`src/rtl/operand_fetch_stage_pkg.sv`:
```
// Shared 8-bit pipeline definitions: datapath widths and opcode encodings
// used by decode, operand fetch, EX and writeback.
package operand_fetch_stage_pkg;

   localparam int DATA_W = 8;
   localparam int ADDR_W = 3;
   localparam int OPC_W  = 8;
   localparam int CNT_W  = 16;

   localparam logic [OPC_W-1:0] OPC_NOP = 8'h00;
   localparam logic [OPC_W-1:0] OPC_ADD = 8'h01;
   localparam logic [OPC_W-1:0] OPC_SUB = 8'h02;
   localparam logic [OPC_W-1:0] OPC_AND = 8'h03;
   localparam logic [OPC_W-1:0] OPC_OR  = 8'h04;
   localparam logic [OPC_W-1:0] OPC_LD  = 8'h10;
   localparam logic [OPC_W-1:0] OPC_ST  = 8'h11;
   localparam logic [OPC_W-1:0] OPC_BEQ = 8'h20;

endpackage

```
`src/rtl/operand_fetch_stage_bypass_mux.sv`:
```
// Compare-and-select between register-file read data and the writeback value
// that the file will only commit on the next edge.
module operand_bypass_mux
   import operand_fetch_stage_pkg::*;
#(
   parameter int P_DATA_W = DATA_W,
   parameter int P_ADDR_W = ADDR_W
) (
   input  logic [P_ADDR_W-1:0] i_rs,
   input  logic [P_DATA_W-1:0] i_file_data,
   input  logic                i_wb_en,
   input  logic [P_ADDR_W-1:0] i_wb_reg,
   input  logic [P_DATA_W-1:0] i_wb_data,
   output logic [P_DATA_W-1:0] o_operand
);

   logic w_hit;

   // Register 0 is an ordinary register here, so no zero-index exclusion.
   assign w_hit     = i_wb_en && (i_wb_reg == i_rs);
   assign o_operand = w_hit ? i_wb_data : i_file_data;

endmodule

```
`src/rtl/operand_fetch_stage.sv`:
```
// ID/EX stage: drives register-file reads, bypasses same-cycle writeback,
// detects load-use hazards and holds the ID/EX pipeline register.
module operand_fetch_stage
   import operand_fetch_stage_pkg::*;
(
   input  logic              clk,
   input  logic              reset_n,
   input  logic              in_valid,
   output logic              in_ready,
   input  logic [OPC_W-1:0]  in_opcode,
   input  logic [ADDR_W-1:0] in_rs1,
   input  logic [ADDR_W-1:0] in_rs2,
   input  logic [ADDR_W-1:0] in_rd,
   input  logic              in_uses_rs1,
   input  logic              in_uses_rs2,
   input  logic              in_mem_read,
   input  logic              in_reg_write,
   input  logic [DATA_W-1:0] in_imm,
   output logic [ADDR_W-1:0] read_reg1,
   output logic [ADDR_W-1:0] read_reg2,
   input  logic [DATA_W-1:0] read_data1,
   input  logic [DATA_W-1:0] read_data2,
   input  logic              wb_reg_write,
   input  logic [ADDR_W-1:0] wb_write_reg,
   input  logic [DATA_W-1:0] wb_write_data,
   input  logic              flush,
   output logic              out_valid,
   input  logic              out_ready,
   output logic [OPC_W-1:0]  out_opcode,
   output logic [ADDR_W-1:0] out_rs1,
   output logic [ADDR_W-1:0] out_rs2,
   output logic [ADDR_W-1:0] out_rd,
   output logic              out_mem_read,
   output logic              out_reg_write,
   output logic [DATA_W-1:0] out_imm,
   output logic [DATA_W-1:0] out_op1,
   output logic [DATA_W-1:0] out_op2,
   output logic [CNT_W-1:0]  stall_count
);

   logic              r_out_valid;
   logic [OPC_W-1:0]  r_out_opcode;
   logic [ADDR_W-1:0] r_out_rs1;
   logic [ADDR_W-1:0] r_out_rs2;
   logic [ADDR_W-1:0] r_out_rd;
   logic              r_out_mem_read;
   logic              r_out_reg_write;
   logic [DATA_W-1:0] r_out_imm;
   logic [DATA_W-1:0] r_out_op1;
   logic [DATA_W-1:0] r_out_op2;
   logic [CNT_W-1:0]  r_stall_count;

   logic              w_hazard;
   logic              w_in_ready;
   logic              w_accept;
   logic [DATA_W-1:0] w_op1_next;
   logic [DATA_W-1:0] w_op2_next;

   assign read_reg1 = in_rs1;
   assign read_reg2 = in_rs2;

   operand_bypass_mux #(.P_DATA_W(DATA_W), .P_ADDR_W(ADDR_W)) u_bypass1 (
      .i_rs        (in_rs1),
      .i_file_data (read_data1),
      .i_wb_en     (wb_reg_write),
      .i_wb_reg    (wb_write_reg),
      .i_wb_data   (wb_write_data),
      .o_operand   (w_op1_next)
   );

   operand_bypass_mux #(.P_DATA_W(DATA_W), .P_ADDR_W(ADDR_W)) u_bypass2 (
      .i_rs        (in_rs2),
      .i_file_data (read_data2),
      .i_wb_en     (wb_reg_write),
      .i_wb_reg    (wb_write_reg),
      .i_wb_data   (wb_write_data),
      .o_operand   (w_op2_next)
   );

   // Only the instruction held in ID/EX is checked; EX->EX forwarding is downstream.
   assign w_hazard = r_out_valid && r_out_mem_read && r_out_reg_write &&
                     ((in_uses_rs1 && (r_out_rd == in_rs1)) ||
                      (in_uses_rs2 && (r_out_rd == in_rs2)));

   assign w_in_ready = reset_n && (!r_out_valid || out_ready) && !w_hazard && !flush;
   assign w_accept   = in_valid && w_in_ready;

   always_ff @(posedge clk) begin
      if (!reset_n) begin
         r_out_valid     <= 1'b0;
         r_out_opcode    <= '0;
         r_out_rs1       <= '0;
         r_out_rs2       <= '0;
         r_out_rd        <= '0;
         r_out_mem_read  <= 1'b0;
         r_out_reg_write <= 1'b0;
         r_out_imm       <= '0;
         r_out_op1       <= '0;
         r_out_op2       <= '0;
         r_stall_count   <= '0;
      end else begin
         if (flush) begin
            r_out_valid <= 1'b0;
         end else if (w_accept) begin
            r_out_valid     <= 1'b1;
            r_out_opcode    <= in_opcode;
            r_out_rs1       <= in_rs1;
            r_out_rs2       <= in_rs2;
            r_out_rd        <= in_rd;
            r_out_mem_read  <= in_mem_read;
            r_out_reg_write <= in_reg_write;
            r_out_imm       <= in_imm;
            r_out_op1       <= w_op1_next;
            r_out_op2       <= w_op2_next;
         end else if (r_out_valid && out_ready) begin
            r_out_valid <= 1'b0;
         end

         if (in_valid && w_hazard && !flush && (r_stall_count != '1)) begin
            r_stall_count <= r_stall_count + CNT_W'(1);
         end
      end
   end

   assign in_ready      = w_in_ready;
   assign out_valid     = r_out_valid;
   assign out_opcode    = r_out_opcode;
   assign out_rs1       = r_out_rs1;
   assign out_rs2       = r_out_rs2;
   assign out_rd        = r_out_rd;
   assign out_mem_read  = r_out_mem_read;
   assign out_reg_write = r_out_reg_write;
   assign out_imm       = r_out_imm;
   assign out_op1       = r_out_op1;
   assign out_op2       = r_out_op2;
   assign stall_count   = r_stall_count;

endmodule

```
`config.mk`:
```
export PLATFORM = sky130hd
export DESIGN_NAME = operand_fetch_stage
export DESIGN_NICKNAME = d
export VERILOG_FILES = /design/src/rtl/operand_fetch_stage_pkg.sv /design/src/rtl/operand_fetch_stage_bypass_mux.sv /design/src/rtl/operand_fetch_stage.sv
export SDC_FILE = /design/constraint.sdc
export NUM_CORES = 1
export LEC_CHECK = 0
export BUFFER_PORTS_ARGS = -buffer_cell sky130_fd_sc_hd__buf_2
export CORE_AREA = 4 4 79 81
export DETAILED_ROUTE_END_ITERATION = 10
export DIE_AREA = 0 0 83 85
export GPL_TIMING_DRIVEN = 0
export PLACE_DENSITY_LB_ADDON = 0.2
export SYNTH_ARGS = -nofsm -noshare
export SYNTH_HDL_FRONTEND = slang
export SYNTH_SLANG_ARGS = --single-unit
```
`constraint.sdc`:
```
create_clock -name clk -period 2.6 [get_ports clk]
set_clock_uncertainty 0.1 [all_clocks]
set_input_delay 0.26 -clock clk [delete_from_list [all_inputs] [get_ports clk]]
set_output_delay 0.26 -clock clk [all_outputs]
set_load 0.005 [all_outputs]
```
After elaboration in Yosys (flattened, before gate mapping)
Cells that the tools add are included.

Output and inout port bits: 67. Word-level logic and storage cells: 46. Bits of input ports: 62. Register bits after elaboration: 60.

Eq/ne operators: 5. Bitwise gates (word level): 2. Add/sub/neg operators: 1. Muxes and demuxes: 4. Reduce and logical (&&, ||, !) cells: 23.

Operators by type and width (count): adder 16 x 1 -> 16 bit, second input constant (1); two-way mux 8 bit (2); inequality test 16 bit, second input constant (1); logical AND 1 bit (15); equality test 3 bit (4); zero test 1 bit (3); logical OR 1 bit (2); two-way mux 1 bit (2); NOT 1 bit (2); AND reduction 2 bit (1); nonzero test 2 bit (1); OR reduction 2 bit (1).

Logic depth before layout (Yosys ltp)
Gate-level depths: netlist (run 1).

Depth in word-level cells: 9. Depth in mapped cells: 9. Gate-level depth less buffers: 7.

Cells and area by module
A second synthesis (run 1) with hierarchy kept.

Cell total of the unflattened synthesis: 342. Area total of the unflattened synthesis: 2875.3 um^2.

By module, submodules not included: operand_fetch_stage (instances 1, sequential area each 1201.2 um^2, cells an instance 318, area an instance 2617.5 um^2); operand_bypass_mux (instances 2, sequential area each 0.0 um^2, cells an instance 12, area an instance 128.9 um^2).

Least setup slack after synthesis (run 1)
No wires, ideal clock.

Path kind: register -> register. From: register r_stall_count[0], in the netlist stall_count[0]. To: register r_stall_count[15], in the netlist stall_count[15]. Buffers on the path: 0. Path slack: 776 ps. Arrival: 1653 ps. Cell stages (with the launch flop): 8. Library setup time: 71 ps. Path through: dfxtp_1 > ha_1 > nand3_1 > nor4_4 > nor4_4 > nand2_2 > or3_1 > a21oi_1.

Cells in the longest elaborated chain, start to end: 2. Elaborated cells between the ends (all ways): 3. Those cells by class: add/sub (1); eq/ne (1); reduce/logical (1).

Ends and longest elaborated chain: start: declaration (RTL line operand_fetch_stage.sv:51) `logic [CNT_W-1:0] r_stall_count;`; start signal: assignment (RTL line operand_fetch_stage.sv:120) `r_stall_count <= r_stall_count + CNT_W'(1);`; branches (longest 2 deep; another with adder 16 x 1 -> 16 bit).

Several ways; the timed one is not identified. A chain may end at the register's enable or synchronous reset.

Final worst setup path (run 1)
From: register r_out_rd[2], in the netlist out_rd[2]. To: output port in_ready.

Cells in the longest elaborated chain, start to end: 7. Elaborated cells between the ends (all ways): 9. Those cells by class: eq/ne (2); reduce/logical (7).

Ends and longest elaborated chain: start: declaration (RTL line operand_fetch_stage.sv:45) `logic [ADDR_W-1:0] r_out_rd;`; start signal: assignment (RTL line operand_fetch_stage.sv:109) `r_out_rd <= in_rd;`; equality test 3 bit, on equally long branches (RTL line operand_fetch_stage.sv:82, operand_fetch_stage.sv:83); logical AND 1 bit, on equally long branches (RTL line operand_fetch_stage.sv:82, operand_fetch_stage.sv:83); logical OR 1 bit (*) (RTL line operand_fetch_stage.sv:82) `((in_uses_rs1 && (r_out_rd == in_rs1)) ||`; logical AND 1 bit (*) (RTL line operand_fetch_stage.sv:81) `assign w_hazard = r_out_valid && r_out_mem_read && r_out_reg_write &&`; zero test 1 bit (*) (RTL line operand_fetch_stage.sv:85) `assign w_in_ready = reset_n && (!r_out_valid || out_ready) && !w_hazard && !flush;`; logical AND 1 bit (*) (2 in series) (RTL line operand_fetch_stage.sv:85); end: declaration (RTL line operand_fetch_stage.sv:9) `output logic in_ready,`.

Mark *: on every way between the ends. The rest lies on a longest branch, timed or not.

==> results of run 1 <==
[logic make-up after synthesis]
| family | synth area share |
|---|---|
| XOR/XNOR | 0.0720 |
| adder cells (fa/ha/maj) | 0.00467 |
| flip-flops | 0.449 |
| AO/OA/AOI/OAI | 0.121 |
| buffers and inverters | 0.0505 |
| multiplexers | 0.0673 |
| AND/OR/NAND/NOR | 0.236 |
[sequential cells by signal, summed over array words and instances, names as in the netlist]
name,flops
out_opcode,8
out_mem_read,1
out_rs1,3
out_imm,8
out_rd,3
out_op1,8
stall_count,16
out_reg_write,1
out_op2,8
out_rs2,3
out_valid,1
[per-layer routing]
metal / GRT usage / up-vias / wire length [microns]
met1: 0.265 / 1198 / 3360
li1: - / 1334 / -
met2: 0.370 / 83 / 3600
met4: 0.0773 / 0 / 114
met5: 0 / - / 0
met3: 0.0612 / 12 / 462
[area by class of cell]
| type | count | area (sq um) |
|---|---|---|
| tap | 72 | 90.1 |
| timing repair buffer | 127 | 636 |
| multi-input combinational | 225 | 1340 |
| clock inverter | 5 | 52.6 |
| buffer | 22 | 128 |
| inverter | 2 | 7.51 |
| fill | 504 | 1880 |
| sequential | 60 | 1200 |
| clock buffer | 10 | 138 |
[worst register-to-register path, cell delays in order, from the launching register on]
cell and delay (ns):
dfxtp_1 0.36, ha_1 0.23, nand3_1 0.20, nor4_4 0.10, nor4_4 0.33, nand2_2 0.15
or3_1 0.36, a21oi_1 0.14
[cells in the mapped netlist]
| master | number | share of area |
|---|---|---|
| ha_1 | 1 | 0.0047 |
| or3_1 | 3 | 0.0070 |
| nor4_4 | 2 | 0.016 |
| o211ai_1 | 2 | 0.0056 |
| mux2i_1 | 18 | 0.067 |
| buf_6 | 1 | 0.0042 |
| nand4_2 | 1 | 0.0047 |
| a21oi_1 | 6 | 0.011 |
| nor4bb_1 | 1 | 0.0037 |
| nand3_1 | 9 | 0.017 |
| nor4_2 | 1 | 0.0047 |
| clkbuf_1 | 7 | 0.0098 |
| buf_4 | 8 | 0.022 |
| o31ai_1 | 2 | 0.0056 |
| o21ai_0 | 29 | 0.054 |
| nor3_1 | 2 | 0.0037 |
| xnor2_1 | 17 | 0.056 |
| buf_2 | 6 | 0.011 |
| nand4_1 | 9 | 0.021 |
| and2_1 | 6 | 0.014 |
| nand2_1 | 59 | 0.083 |
| nand3_2 | 1 | 0.0037 |
| nand2_2 | 1 | 0.0023 |
| nand2b_1 | 5 | 0.012 |
| clkinv_1 | 1 | 0.0014 |
| xor2_1 | 5 | 0.016 |
| dfxtp_1 | 60 | 0.45 |
| nor2_1 | 26 | 0.036 |
| inv_1 | 1 | 0.0014 |
| and3_1 | 1 | 0.0023 |
| nor2b_1 | 1 | 0.0023 |
| nor2_2 | 1 | 0.0023 |
| a211oi_1 | 16 | 0.045 |
[report_power, final]
group | total, mW | internal (mW) | switching [mW]
clock | 0.824 | 0.458 | 0.365
sequential | 0.977 | 0.955 | 0.0213
combinational | 0.240 | 0.117 | 0.123
[metrics by stage]
stage | hold slack, ns | area [sq um] | utilization
after detailed placement | 0.349 | 3400 | 0.622
after global routing | 0.0209 | 3590 | 0.657
after global placement | 0.341 | 3400 | 0.622
after floorplan | 0.269 | 2680 | -
final | 0.0230 | 3590 | 0.657
after CTS | 0.0107 | 3590 | 0.657
[path summary, 6_finish.rpt]
check / end / cells past startpoint / startpoint
setup / recovery: in_ready / 5 / out_rd[2]
hold / removal: out_opcode[1] / 3 / in_opcode[1]
setup reg to reg: stall_count[15] / 7 / stall_count[0]
hold reg to reg: out_imm[0] / 2 / out_imm[0]
==> run metrics, run 1 <==
RSZ-0062 raised after global routing no; Setup crit start kind flop; Leakage Power 1.73 nW; power per cell area between 500 and 600 mW/mm^2; share of cells above drive strength 1 0.364; Hold Buf Count CTS 0; FP Rows 27; Clock Path Buffers 2; FMAX 491 MHz; crit end category primary output; RD Place Congestion between 0.8 and 0.9; initial antenna violation count 0; synthesized cell area roughly 0.0027 sq mm; Buf+Inv Stages, Crit Path 1; CTS tree done; Num CTS Buffers 9; Max stage delay on crit path around 0.44 ns; grt ovf 0; Yosys Warn Count 0; Crit path max-delay family flip-flops; Period minus WS final 2.04 ns; global-route wire length before repair ~13 mm; clk sink count 60; WL final roughly 7.5 mm; Port Buffers about 130; Worst-Skew Late Latency roughly 0.33 ns; DIE AREA between 0.007 and 0.008 sq mm; Worst slew margin 0.562; max-slew violations 0; area grow syn2layout 34.2%; Critical Path AT between 1.5 and 2 ns; most common cell after layout, fill and taps aside buf_2; Detailed Place HPWL about 5.7 mm; final hold vios 0; Initial Util 0.489; worst setup path class reg2out; Final Total Pwr about 2.0 mW; crit path max fanout 4; boundary pin count 129; Total GRT Usage 0.218; Syn Inst Count a little over 300; Die Span X around 83 microns; post-route ant nets 0; H-tree Lvls 3; FF+latch count, synth 60; Iter 0 DRT Violations between 100 and 150; setup bufs post-CTS 0; placed cell count a little over 500; number of max-cap violations 0; Resize count post-CTS 0; worst path required time roughly 2.2 ns; CP Cell Sequence xnor2_1 > nand4_1 > a21oi_1 > nor3_1 > buf_2; syn avg cell area around 8.7 sq um; largest net degree at the start of global routing 11; clk slew on worst S/H paths around 0.07 ns; Syn Nets approximately 370; R2R Setup Slk 0.57 ns; outcome finished, final reports clean; setup violators final 0; die height approximately 85 microns; CP max-delay cell dfxtp_1; DRC 0; path type of the worst min-delay path in2reg; post-route insts no fill ~520; final worst-path cycle share 0.783; post-synth cell types 33; most frequent cells in the layout buf_2, dfxtp_1, nand2_1; number of diodes 0; Final #Nets between 500 and 600; actual slew at the worst max-slew pin around 0.66 ns; peak supply drop roughly 0.36 mV; setup TNS 0 ns; Final Worst Setup Slack 0.564 ns; Post-Place Worst Slack 0.595 ns; Core Footprint between 0.005 and 0.006 sq mm; sequential area share after synthesis 0.449; vias per cell approximately 5.0; DR pass1 iterations 4; Root Driver clkbuf_8; vias in the first global route 2654; vias about 2.6k; WL/cell around 14 microns
Power figures use the tool's default switching activity.
==> run 2, diff against run 1 <==
--- a/config.mk
+++ b/config.mk
@@ -6,9 +6,9 @@
 export NUM_CORES = 1
 export LEC_CHECK = 0
 export BUFFER_PORTS_ARGS = -buffer_cell sky130_fd_sc_hd__buf_2
-export CORE_AREA = 4 4 79 81
+export CORE_AREA = 4 4 82 84
 export DETAILED_ROUTE_END_ITERATION = 10
-export DIE_AREA = 0 0 83 85
+export DIE_AREA = 0 0 86 88
 export GPL_TIMING_DRIVEN = 0
 export PLACE_DENSITY_LB_ADDON = 0.2
 export SYNTH_ARGS = -nofsm -noshare
==> constraint.sdc (replaced) <==
create_clock -name clk -period 1.9 [get_ports clk]
set_clock_uncertainty 0.1 [all_clocks]
set_input_delay 0.19 -clock clk [delete_from_list [all_inputs] [get_ports clk]]
set_output_delay 0.19 -clock clk [all_outputs]
set_load 0.005 [all_outputs]
==> run 2 against run 1 <==
Effect of this change:
- cell count is 5.0% higher
- via count is 4.0% higher
- power is 34% higher
- sequential share of layout area is 2.6 points lower
- worst setup slack worse by 0.49 ns
- critical path depth is 3 higher
- routed wire length is 4.4% higher
- clock power is 23% higher
- critical endpoint is now stall_count[14]
==> run metrics, run 2 (synthesis gave the netlist of run 1 again) <==
FP Rows 28 (+3.7%); post-route ant nets 0 (unchanged); CP Cell Sequence ha_4 > nand3_4 > nor4_4 > buf_4 > nor4_4 > nand4_1 > xnor2_1 > and2_1; DR pass1 iterations 4 (unchanged); Worst R2R End stall_count[14]; worst path required time 2.02 ns (-0.22 ns); share of cells above drive strength 1 0.405 (+0.0414); R2R Setup Slk 0.08 ns (-0.49 ns); largest net degree at the start of global routing 11 (unchanged); CP max-delay cell nor4_4; power per cell area 690 mW/mm^2 (+22%); H-tree Lvls 3 (unchanged); Port Buffers 127 (unchanged); number of diodes 0 (unchanged); vias in the first global route 2587 (-2.5%); vias per cell 4.98 (-0.93%); Crit path max-delay family simple AND/OR/NAND/NOR gates; Final #Nets 533 (+4.5%); clk slew on worst S/H paths 0.07 ns (about the same); Setup crit start kind flop; RSZ-0062 raised after global routing yes; Core Footprint 0.00592 sq mm (+8.2%); Period minus WS final about 1.8 ns; number of max-cap violations 0 (unchanged); vias 2732 (+4.0%); worst setup path class reg2reg; crit end category flop; area grow syn2layout 47.6%; WL/cell 14.3 microns (-0.56%); setup TNS 0 ns (unchanged); die height 88 microns (+3.5%); DRC 0 (unchanged); Worst slew margin 0.543 (-0.0184); Hold EP out_mem_read; Critical Path AT 1.95 ns (+0.27 ns); outcome finished, final reports clean; Initial Util 0.452 (-0.0370); Worst-Skew Late Latency 0.33 ns (about the same); global-route wire length before repair 12.3 mm (-1.5%); placed cell count 511 (+0.59%); fillers 499 (-0.99%); Iter 0 DRT Violations 67 (-53%); path type of the worst min-delay path in2reg; CTS tree done; actual slew at the worst max-slew pin 0.685 ns (+0.0296 ns); RR Startpoint stall_count[0]; hold path cells 3 (unchanged); post-route insts no fill 549 (+5.0%); DIE AREA 0.00757 sq mm (+7.3%); peak supply drop 0.467 mV (+30%); clk sink count 60 (unchanged); Max stage delay on crit path 0.41 ns (-0.03 ns); min-delay src in_mem_read; Final Total Pwr 2.73 mW (+34%); Clock Path Buffers 2 (unchanged); Total GRT Usage 0.207 (-0.0108); max reg flops 16 (unchanged); final hold vios 0 (unchanged); FMAX roughly 550 MHz; max-slew violations 0 (unchanged); Detailed Place HPWL 5.63 mm (-1.4%); initial antenna violation count 0 (unchanged); most common cell after layout, fill and taps aside buf_2; grt ovf 0 (unchanged); setup violators final 0 (unchanged); final worst-path cycle share 0.960; WL final 7.86 mm (+4.4%); Leakage Power 1.84 nW (+6.7%); Num CTS Buffers 9 (unchanged); crit path max fanout 5 (+1); RD Place Congestion 0.811 (-4.7%); boundary pin count 129 (unchanged); most frequent cells in the layout buf_2, nand2_1, dfxtp_1; Die Span X 86 microns (+3.6%); Root Driver clkbuf_8; Buf+Inv Stages, Crit Path 1 (unchanged); most used cell, CP nor4_4; worst reg2reg path depth 8 (+1)
run 2: changes by cell type in the layout (fill, tap and decap cells not counted), sizes merged:
cell | previous run | this run
clkinvlp | 1 | 0
dlygate4sd3 | 0 | 20
clkinv | 4 | 3
clkbuf | 17 | 20
buf | 142 | 145
bufinv | 1 | 0
run 2: timing repair:
action,CTS,global route
resized for setup,3,38
cloned,0,0
endpoints found under the hold margin,20,0
endpoints found under the setup margin,10,50
buffers inserted,0,3
pin swaps,2,10
hold buffers,20,0
run 2: area by class of cell:
class,count,area (sq um),share of cell area
clock inverter,2,10.0,0.00253
tap,75,93.8,0.0237
multi-input combinational,225,1470,0.372
sequential,60,1220,0.308
timing repair buffer,150,858,0.217
inverter,2,7.51,0.00190
clock buffer,13,159,0.0402
buffer,22,135,0.0342
run 2: stage by stage:
stage	cell area (sq um)	util	hold WS, ns	setup slack, ns
2_1_floorplan	2680	-	0.199	0.0765
6_report	3950	0.667	0.0425	0.0757
3_3_place_gp	3410	0.575	0.284	-0.0676
3_5_place_dp	3410	0.575	0.289	-0.0817
4_1_cts	3790	0.641	0.0326	0.0200
5_1_grt	3950	0.667	0.0775	-0.0331
run 2: metal layers:
| layer | share of wire | wire, microns | GRT usage | vias to the layer above |
|---|---|---|---|---|
| met2 | 0.49 | 3870 | 0.346 | 81 |
| met5 | 0 | 0 | 0 | - |
| met1 | 0.43 | 3360 | 0.256 | 1256 |
| met4 | 0.019 | 153 | 0.0849 | 0 |
| li1 | - | - | - | 1381 |
| met3 | 0.060 | 470 | 0.0499 | 14 |
run 2: how the worst max path moves through the flow:
stage	startpoint	to	slack, ns	depth (start not counted)
detailed placement	stall_count[0]	stall_count[15]	-0.08	7
floorplan	stall_count[0]	stall_count[15]	0.08	7
CTS	stall_count[0]	stall_count[1]	0.02	7
global route	out_rd[1]	out_op1[0]	-0.03	7
finish	stall_count[0]	stall_count[14]	0.08	8
global placement	stall_count[0]	stall_count[15]	-0.07	7
run 2: tightest hold or removal path: cells and delay by family:
family / cells / cell delay, ns
multiplexers: 1 / 0.05
buffers and inverters: 1 / 0.07
AO/OA/AOI/OAI: 1 / 0.12
run 2: power by group:
part | internal [mW] | total (mW) | leakage, nW | switching (mW)
Combinational | 0.196 | 0.380 | 1.26 | 0.184
Sequential | 1.30 | 1.34 | 0.493 | 0.0302
Clock | 0.534 | 1.01 | 0.0893 | 0.476
Total | 2.04 | 2.73 | 1.84 | 0.690
==> run 3, diff against run 2 <==
--- a/config.mk
+++ b/config.mk
@@ -10,7 +10,7 @@
 export DETAILED_ROUTE_END_ITERATION = 10
 export DIE_AREA = 0 0 86 88
 export GPL_TIMING_DRIVEN = 0
-export PLACE_DENSITY_LB_ADDON = 0.2
+export PLACE_DENSITY = 0.79
 export SYNTH_ARGS = -nofsm -noshare
 export SYNTH_HDL_FRONTEND = slang
 export SYNTH_SLANG_ARGS = --single-unit
==> run 3 against run 2 <==
Effect of this change:
- sequential power barely moved
- critical path depth did not move
- non-clock buffer count rose by 1
- core utilization fell by 0.063 points
- design area barely moved
- combinational power barely moved
- hold slack got worse by 0.013 ns
- worst setup slack got worse by 0.027 ns
- via count rose by 4.6%
- count of clock-buffer cells in the layout fell by 1
==> run metrics, run 3 (synthesis gave the netlist of run 1 again) <==
path type of the worst min-delay path in2reg; worst reg2reg path depth 8 (unchanged); placed cell count 511 (unchanged); number of diodes 0 (unchanged); CP Cell Sequence xnor2_1 > nand4_1 > a21oi_2 > nor2_2 > buf_6 > buf_4 > nor2_1 > a211oi_2; final worst-path cycle share 0.974 (+0.0141); peak supply drop 0.428 mV (-8.4%); Critical Path AT 1.94 ns (about the same); Worst slew margin 0.586 (+0.0425); most frequent cells in the layout buf_2, nand2_1, dfxtp_1; FP Rows 28 (unchanged); area grow syn2layout 47.4% (about the same); Period minus WS final 1.85 ns (+0.0268 ns); RSZ-0062 raised after global routing yes; WL final 8.22 mm (+4.6%); actual slew at the worst max-slew pin 0.619 ns (-0.0656 ns); vias per cell 5.20 (+4.6%); CP max-delay cell dfxtp_4; clk slew on worst S/H paths 0.06 ns (about the same); most common cell after layout, fill and taps aside buf_2; crit path max fanout 10 (+5); WL/cell 15.0 microns (+4.6%); max reg flops 16 (unchanged); die height 88 microns (unchanged); number of max-cap violations 0 (unchanged); DIE AREA 0.00757 sq mm (unchanged); largest net degree at the start of global routing 11 (unchanged); clk sink count 60 (unchanged); initial antenna violation count 0 (unchanged); global-route wire length before repair 12.8 mm (+3.7%); Total GRT Usage 0.214 (+0.00678); max-slew violations 0 (unchanged); Max stage delay on crit path 0.37 ns (-0.04 ns); CTS tree done; Iter 0 DRT Violations 68 (+1.5%); Clock Path Buffers 2 (unchanged); final hold slack 0.0299 ns (-0.0126 ns); Initial Util 0.452 (unchanged); DR pass1 iterations 4 (unchanged); Port Buffers 127 (unchanged); share of cells above drive strength 1 0.411 (+0.00633); Root Driver clkbuf_8; Final #Nets 534 (+0.19%); H-tree Lvls 3 (unchanged); power per cell area 696 mW/mm^2 (+0.94%); Leakage Power 1.85 nW (+0.33%); final hold vios 0 (unchanged); grt ovf 0 (unchanged); worst path required time 1.99 ns (-0.03 ns); worst setup path class reg2reg; Core Footprint 0.00592 sq mm (unchanged); vias in the first global route 2760 (+6.7%); post-route ant nets 0 (unchanged); Die Span X 86 microns (unchanged); Detailed Place HPWL 5.81 mm (+3.2%); RD Place Congestion 0.828 (+2.1%); hold path cells 3 (unchanged); crit end category flop; boundary pin count 129 (unchanged); post-route insts no fill 549 (unchanged); fillers 495 (-0.80%); Num CTS Buffers 9 (unchanged); FMAX 540 MHz (-1.4%); vias 2857 (+4.6%); setup violators final 0 (unchanged); outcome finished, final reports clean; DRC 0 (unchanged); Setup crit start kind flop; Worst-Skew Late Latency 0.33 ns (about the same)
-- run 3: cell count changes in the layout (fill, tap and decap cells not counted), sizes merged --
cell    before  now
clkbuf      20   23
buf        145  142
-- run 3: layout make-up --
type                       instances  area, sq um  area share
multi-input combinational        225         1440       0.366
tap                               75         93.8      0.0238
inverter                           2         7.51     0.00190
sequential                        60         1220       0.309
timing repair buffer             151          866       0.219
clock inverter                     2         10.0     0.00254
clock buffer                      12          165      0.0418
buffer                            22          140      0.0355
-- run 3: layer usage --
layer	up-vias	part of all wire	GRT usage
li1	1381	-	-
met1	1352	0.41	0.244
met2	103	0.50	0.377
met3	21	0.064	0.0489
met4	0	0.027	0.104
met5	-	0	0
-- run 3: path summary, 6_finish.rpt --
kind / from / endpoint / slack, ns
hold reg to reg: out_rs1[0] / out_rs1[0] / 0.35
setup / recovery: out_rd[1] / out_op1[7] / 0.05
setup reg to reg: out_rd[1] / out_op1[7] / 0.05
hold / removal: in_valid / out_valid / 0.03
-- run 3: power breakdown --
| group | switching [mW] | internal [mW] | total (mW) |
|---|---|---|---|
| combinational | 0.186 | 0.197 | 0.382 |
| clock | 0.469 | 0.561 | 1.03 |
| sequential | 0.0303 | 1.31 | 1.34 |
-- run 3: critical path, delay by kind of cell, from the launching register on --
kind | cells | cell delay (ns)
and+or+nand+nor | 3 | 0.43
DFF | 1 | 0.37
buffers and inverters | 2 | 0.33
AOI/OAI and AO/OA | 2 | 0.32
xor gates and xnor gates | 1 | 0.15
-- run 3: stage by stage --
| step | area, sq um | utilization | TNS, ns | power [mW] | worst slack (ns) |
|---|---|---|---|---|---|
| 2_1_floorplan | 2680 | - | 0 | 1.52 | 0.0765 |
| 3_3_place_gp | 3410 | 0.575 | -0.0545 | 1.68 | -0.0451 |
| 3_5_place_dp | 3410 | 0.575 | -0.178 | 1.69 | -0.0773 |
| 4_1_cts | 3790 | 0.640 | 0 | 2.76 | 0.0253 |
| 5_1_grt | 3950 | 0.667 | -0.229 | 2.87 | -0.0495 |
| 6_report | 3950 | 0.667 | 0 | 2.75 | 0.0489 |
-- run 3: timing repair --
item / 4_1_cts / 5_1_grt
endpoints found under the hold margin: 20 / 0
gates resized for setup: 2 / 38
buffers inserted: 0 / 4
pin swaps: 1 / 9
endpoints found under the setup margin: 30 / 56
hold buffers: 20 / 0
